===== src/rtl/rect_sum_responder.sv =====
// Rectangle-sum responder: answers one rectangle query at a time from an
// integral-image memory by combining corner words as D - B - C + A.
module rect_sum_responder #(
  parameter int SUM_WIDTH  = 24,
  parameter int IMG_WIDTH  = 64,
  parameter int IMG_HEIGHT = 64,
  parameter int ADDR_WIDTH = 12
) (
  input  logic                  clk,
  input  logic                  rst_n,
  input  logic [15:0]           query_x1,
  input  logic [15:0]           query_y1,
  input  logic [15:0]           query_x2,
  input  logic [15:0]           query_y2,
  input  logic                  query_valid,
  output logic [SUM_WIDTH-1:0]  rect_sum,
  output logic                  rect_sum_valid,
  output logic                  rect_err,
  output logic                  busy,
  output logic                  ii_rd_en,
  output logic [ADDR_WIDTH-1:0] ii_addr,
  input  logic [SUM_WIDTH-1:0]  ii_data
);

  // state   | meaning
  // IDLE    | waiting for query_valid; coordinates latched on acceptance
  // FETCH   | one corner read per cycle (D, B, C, A; absent corners skipped)
  // DRAIN   | last read's data arrives and is folded into the accumulator
  // RESP    | result registered onto the outputs together with the strobe
  // RELEASE | result held until the initiator drops query_valid
  typedef enum logic [2:0] {IDLE, FETCH, DRAIN, RESP, RELEASE} state_e;
  typedef enum logic [1:0] {TERM_D, TERM_B, TERM_C, TERM_A} term_e;

  localparam logic [16:0] IMG_W17 = 17'(IMG_WIDTH);
  localparam logic [16:0] IMG_H17 = 17'(IMG_HEIGHT);

  state_e                state_q, state_d;
  term_e                 step_q, step_d;
  logic [15:0]           x1_q, x1_d, y1_q, y1_d, x2_q, x2_d, y2_q, y2_d;
  logic [SUM_WIDTH-1:0]  acc_q, acc_d;
  logic [SUM_WIDTH-1:0]  rsum_q, rsum_d;
  logic                  rerr_q, rerr_d;
  logic                  valid_q, valid_d;
  logic                  err_q, err_d;
  logic                  hold_q, hold_d;
  logic                  pend_q, pend_d;
  logic                  pend_sub_q, pend_sub_d;

  logic                  q_illegal;
  logic [3:0]            need;
  logic                  nxt_found;
  term_e                 nxt_term;
  logic [15:0]           rd_x, rd_y;
  logic [ADDR_WIDTH-1:0] rd_addr;

  assign q_illegal = (query_x1 > query_x2) || (query_y1 > query_y2) ||
                     ({1'b0, query_x2} >= IMG_W17) || ({1'b0, query_y2} >= IMG_H17);

  // Corners on row -1 or column -1 contribute zero and are never read.
  assign need = {(x1_q != 16'd0) && (y1_q != 16'd0), x1_q != 16'd0, y1_q != 16'd0, 1'b1};

  always_comb begin
    nxt_found = 1'b0;
    nxt_term  = step_q;
    for (int k = 3; k >= 1; k--) begin
      if ((k > int'(step_q)) && need[k]) begin
        nxt_found = 1'b1;
        nxt_term  = term_e'(2'(k));
      end
    end
  end

  always_comb begin
    rd_x = x2_q;
    rd_y = y2_q;
    case (step_q)
      TERM_D: begin
        rd_x = x2_q;
        rd_y = y2_q;
      end
      TERM_B: begin
        rd_x = x2_q;
        rd_y = y1_q - 16'd1;
      end
      TERM_C: begin
        rd_x = x1_q - 16'd1;
        rd_y = y2_q;
      end
      default: begin
        rd_x = x1_q - 16'd1;
        rd_y = y1_q - 16'd1;
      end
    endcase
  end

  assign rd_addr = ADDR_WIDTH'(rd_y) * ADDR_WIDTH'(IMG_WIDTH) + ADDR_WIDTH'(rd_x);

  always_comb begin
    state_d    = state_q;
    step_d     = step_q;
    x1_d       = x1_q;
    y1_d       = y1_q;
    x2_d       = x2_q;
    y2_d       = y2_q;
    acc_d      = acc_q;
    rsum_d     = rsum_q;
    rerr_d     = rerr_q;
    valid_d    = 1'b0;
    err_d      = err_q;
    hold_d     = hold_q;
    pend_d     = 1'b0;
    pend_sub_d = 1'b0;
    ii_rd_en   = 1'b0;
    ii_addr    = '0;

    if (pend_q) begin
      acc_d = pend_sub_q ? (acc_q - ii_data) : (acc_q + ii_data);
    end

    case (state_q)
      IDLE: begin
        if (query_valid) begin
          x1_d    = query_x1;
          y1_d    = query_y1;
          x2_d    = query_x2;
          y2_d    = query_y2;
          acc_d   = '0;
          step_d  = TERM_D;
          err_d   = q_illegal;
          hold_d  = q_illegal;
          state_d = q_illegal ? RESP : FETCH;
        end
      end
      FETCH: begin
        ii_rd_en   = 1'b1;
        ii_addr    = rd_addr;
        pend_d     = 1'b1;
        pend_sub_d = (step_q == TERM_B) || (step_q == TERM_C);
        if (nxt_found) begin
          step_d = nxt_term;
        end else begin
          state_d = DRAIN;
        end
      end
      DRAIN: begin
        state_d = RESP;
      end
      RESP: begin
        // An illegal query waits one cycle here so its strobe lines up with
        // a zero-read legal query (no read pipeline to drain).
        if (hold_q) begin
          hold_d = 1'b0;
        end else begin
          rsum_d  = err_q ? '0 : acc_q;
          rerr_d  = err_q;
          valid_d = 1'b1;
          state_d = RELEASE;
        end
      end
      RELEASE: begin
        if (!query_valid) begin
          state_d = IDLE;
        end
      end
      default: begin
        state_d = IDLE;
      end
    endcase
  end

  always_ff @(posedge clk or negedge rst_n) begin
    if (!rst_n) begin
      state_q    <= IDLE;
      step_q     <= TERM_D;
      x1_q       <= '0;
      y1_q       <= '0;
      x2_q       <= '0;
      y2_q       <= '0;
      acc_q      <= '0;
      rsum_q     <= '0;
      rerr_q     <= 1'b0;
      valid_q    <= 1'b0;
      err_q      <= 1'b0;
      hold_q     <= 1'b0;
      pend_q     <= 1'b0;
      pend_sub_q <= 1'b0;
    end else begin
      state_q    <= state_d;
      step_q     <= step_d;
      x1_q       <= x1_d;
      y1_q       <= y1_d;
      x2_q       <= x2_d;
      y2_q       <= y2_d;
      acc_q      <= acc_d;
      rsum_q     <= rsum_d;
      rerr_q     <= rerr_d;
      valid_q    <= valid_d;
      err_q      <= err_d;
      hold_q     <= hold_d;
      pend_q     <= pend_d;
      pend_sub_q <= pend_sub_d;
    end
  end

  assign rect_sum       = rsum_q;
  assign rect_err       = rerr_q;
  assign rect_sum_valid = valid_q;
  assign busy           = (state_q != IDLE);

endmodule


===== config.mk =====
export PLATFORM = sky130hd
export DESIGN_NAME = rect_sum_responder
export DESIGN_NICKNAME = d
export VERILOG_FILES = /design/src/rtl/rect_sum_responder.sv
export SDC_FILE = /design/constraint.sdc
export NUM_CORES = 1
export LEC_CHECK = 0
export BUFFER_PORTS_ARGS = -buffer_cell sky130_fd_sc_hd__buf_2
export CAP_MARGIN = 40
export CORE_AREA = 2 2 133 135
export DETAILED_ROUTE_END_ITERATION = 10
export DIE_AREA = 0 0 135 137
export GPL_TIMING_DRIVEN = 0
export PLACE_DENSITY = 0.65
export SLEW_MARGIN = 10
export SYNTH_ARGS = -nofsm -noshare
export SYNTH_HDL_FRONTEND = slang
export SYNTH_SLANG_ARGS = --single-unit

===== constraint.sdc =====
create_clock -name clk -period 3.55 [get_ports clk]
set_input_delay 0.1775 -clock clk [delete_from_list [all_inputs] [get_ports clk]]
set_output_delay 0.1775 -clock clk [all_outputs]
set_load 0.01 [all_outputs]

==> out/metrics.csv <==
stage,metric,value,unit
clock_network,htreeDepth,3,
setup_path,start_kind,primary input,
sta,post-route-period-util,0.9768,
routing,dr.pass1.iters,5,
worst_hold_path,worstHoldPathCells,3,
clock_network,cts_tree,yes,
global_route,grt_max_degree,85,
global_route,antenna_found_initial,0,
routing,vias,6816,
place,pre_cts_ws,-0.4813,ns
logic_synthesis,netlist_area,7540,sq um
floorplan,coreArea,17060,sq um
clock_network,clockBufferDepth,2,
sta,timing.slew.headroom,0.5515,
worst_hold_path,hold_path_startpoint,query_y2[0],
worst_hold_path,min_path_type,primary input to flip-flop,
setup_path,end_kind,flip-flop,
routing,antenna_left,0,
logic_synthesis,yosysUniqueCellTypes,57,
layout,stdcell_area,8961,sq um
clock_network,clkLatencyLatePin,0.36,ns
setup_path,reg2reg_to,acc_q[21]$_DFF_PN0_,
setup_path,reg2reg_depth,12,
floorplan,rows,48,
clock_network,cts_sinks,109,
setup_path,reg2reg_slack,0.24,ns
floorplan,initial_core_util,0.4420,
floorplan,fp.dieH,137,um
sta,period_needed,3.468,ns
power_and_ir_drop,ir_drop,421.5,uV
logic_synthesis,yosysWarningCount,0,
logic_synthesis,synth_ff_type,dfrtp_1,
logic_synthesis,syn_inst,914,
logic_synthesis,yosys-top-cells-area,"dfrtp_1 36%, ha_1 11%, nand2_1 8.8%",
floorplan,io_pins,131,
layout,drive_gt1_frac,0.1750,
sta,worst_slack,0.08242,ns
routing,drt-total-wl,20520,um
setup_path,r2r-start,pend_sub_q$_DFF_PN0_,
worst_hold_path,min_to,y2_q[0]$_DFFE_PN0P_,
sta,setup_viol,0,
setup_path,required,3.80,ns
run_status,run_status,"complete, no violations",
place,post_dp_cell_area,8511,sq um
logic_synthesis,ys_seq_area_frac,0.3618,
flow_run,max_cap_violations,0,
power_and_ir_drop,leakagePower,4.456,nW
global_route,grt_pass1_wl,33290,um
logic_synthesis,synth-edff-count,0,
floorplan,die-width,135,um
layout,fillers,1688,
logic_synthesis,synth_top_area_share,0.3618,
logic_synthesis,ys_seq_elements,109,
place,dpl.hpwl,15840,um
clock_network,clk_root_buffer_cell,clkbuf_16,
sta,rsz0062_at_grt,true,
setup_path,critPathKind,primary input to flip-flop,
global_route,grt_pass1_vias,6459,
routing,routed_via_density,5.292,
logic_synthesis,syn_nets,1076,
floorplan,fp.dieArea,18500,sq um
logic_synthesis,yosys-top-cells-count,"176 x nand2_1, 109 x dfrtp_1, 73 x o21ai_0",
global_route,grt.overflow.total,0,
power_and_ir_drop,p_per_area,908.5,nW/um^2
routing,route.detailed.drc,0,
sta,hold_viol_final,0,
logic_synthesis,synthArstFlopShare,1.000,
setup_path,worstPathMaxFanout,5,
routing,wl_per_cell,15.93,um
layout,nets,1221,
logic_synthesis,synth.most_common_cell,nand2_1,
layout,syn_to_final_growth,18.85,%
sta,holdWs,0.01416,ns
global_route,grt_usage,0.2302,
sta,skew,0.007965,ns
setup_path,cp_data_arrival_time,3.72,ns
clock_network,path_clk_slew,0.08,ns
logic_synthesis,postSynthAreaPerCell,8.249,sq um
logic_synthesis,yosys.area.top_type,dfrtp_1,
sta,fmax,0.2884,GHz
layout,antenna_cells,0,
routing,drt_iter0_drc,376,
sta,slew_violations,0,
clock_network,numCtsBuffers,9,
sta,worstMarginPinSlew,0.6728,ns
place,gp_congestion,0.9568,
place,io_buffers,130,
[final cells by class]
cell class | instances | area [sq um] | area share
multi-input combinational | 713 | 4574 | 0.5105
sequential | 109 | 2728 | 0.3044
timing repair buffer | 137 | 732.0 | 0.08168
tap | 225 | 281.5 | 0.03142
clock buffer | 9 | 225.2 | 0.02513
inverter | 57 | 214.0 | 0.02388
buffer | 32 | 130.1 | 0.01452
clock inverter | 6 | 76.32 | 0.008517
[how the worst max path moves through the flow]
stage                        start                  end  slack, ns  depth (start not counted)
6_report                ii_data[6]  acc_q[23]$_DFF_PN0_       0.08                         15
5_1_grt                 ii_data[6]  acc_q[23]$_DFF_PN0_      -0.08                         15
4_1_cts        x1_q[4]$_DFFE_PN0P_          ii_addr[11]       0.01                         13
3_5_place_dp            ii_data[6]  acc_q[23]$_DFF_PN0_      -0.48                         15
3_3_place_gp            ii_data[6]  acc_q[23]$_DFF_PN0_      -0.48                         15
2_1_floorplan           ii_data[6]  acc_q[23]$_DFF_PN0_       0.07                         14
[cells by family after synthesis]
family / Yosys count / share of synthesized area
simple gates: 371 / 0.2300
compound gates: 202 / 0.1601
flops: 109 / 0.3618
buf+inv: 92 / 0.04580
fa+ha+maj: 71 / 0.1198
xor+xnor: 57 / 0.06621
mux: 12 / 0.01626
[registers in the layout (all words and copies together) (netlist names), 2 cells and up]
| name | count |
|---|---|
| acc_q | 24 |
| step_q | 2 |
| y1_q | 16 |
| x2_q | 12 |
| state_q | 3 |
| rect_sum | 24 |
| y2_q | 6 |
| x1_q | 16 |
[layout by cell type (no fill, tap or decap), types with 3 or more instances in the layout]
cell       instances
nand3_1            8
xnor2_1           44
mux2i_1           10
nor3_1            17
o21a_1             4
nand2_1          176
and2_1             5
and4_1             3
buf_2            129
nand4_1            5
or3_1              3
a21o_1            15
nor2_1            68
nand3b_1           7
clkbuf_1          26
inv_6              3
a211oi_1           8
buf_4              6
clkbuf_16          9
nor2b_1            6
or2_2              4
o21ai_0           72
and3_1             9
inv_1             57
nor4_1            12
xor2_1            11
o31ai_1            4
o211ai_1           3
a31oi_1           13
nand2b_1          33
ha_1              68
dfrtp_1          109
a21oi_2            5
a21oi_1           50
o21ai_1            4
[critical path, cell delays in order]
cell and delay (ns):
buf_2 0.11, or3_4 0.40, or4_4 0.47, nor4_4 0.36, a21oi_2 0.11, xnor2_1 0.15
ha_1 0.31, and2_1 0.19, nand4b_1 0.10, o211ai_1 0.14, a221o_2 0.41, a221oi_4 0.31
xnor2_2 0.16, a21oi_1 0.09, a31o_1 0.22
[where the power goes]
| group | switching (mW) | total, mW | internal [mW] |
|---|---|---|---|
| clock network | 0.509 | 1.07 | 0.558 |
| registers | 0.435 | 2.26 | 1.82 |
| logic | 2.81 | 4.82 | 2.01 |
[stage by stage]
step           instances  power [mW]    util   TNS, ns
6_report            1288       8.141  0.5254         0
3_5_place_dp        1270       6.870  0.4990    -1.527
3_3_place_gp        1269       6.792  0.4970    -1.478
5_1_grt             1288       8.887  0.5254  -0.07938
4_1_cts             1288       8.066  0.5222         0
2_1_floorplan        914       5.536       -         0
[metal layers]
layer	vias to the layer above	GRT usage	routed length [um]
met3	25	0.03889	1073
li1	3427	-	-
met1	3178	0.3190	9806
met5	-	0	0
met2	186	0.3703	9229
met4	0	0.06944	412
[repair_timing]
| item | CTS | global route |
|---|---|---|
| setup endpoints to repair | 8 | 10 |
| buffers inserted | 2 | 3 |
| hold endpoints to repair | 25 | 0 |
| pin swaps | 4 | 5 |
| gates resized for setup | 16 | 13 |
| cloned | 0 | 0 |
| hold buffers | 1 | 0 |
Note: power is estimated with default switching activity, not from simulation.
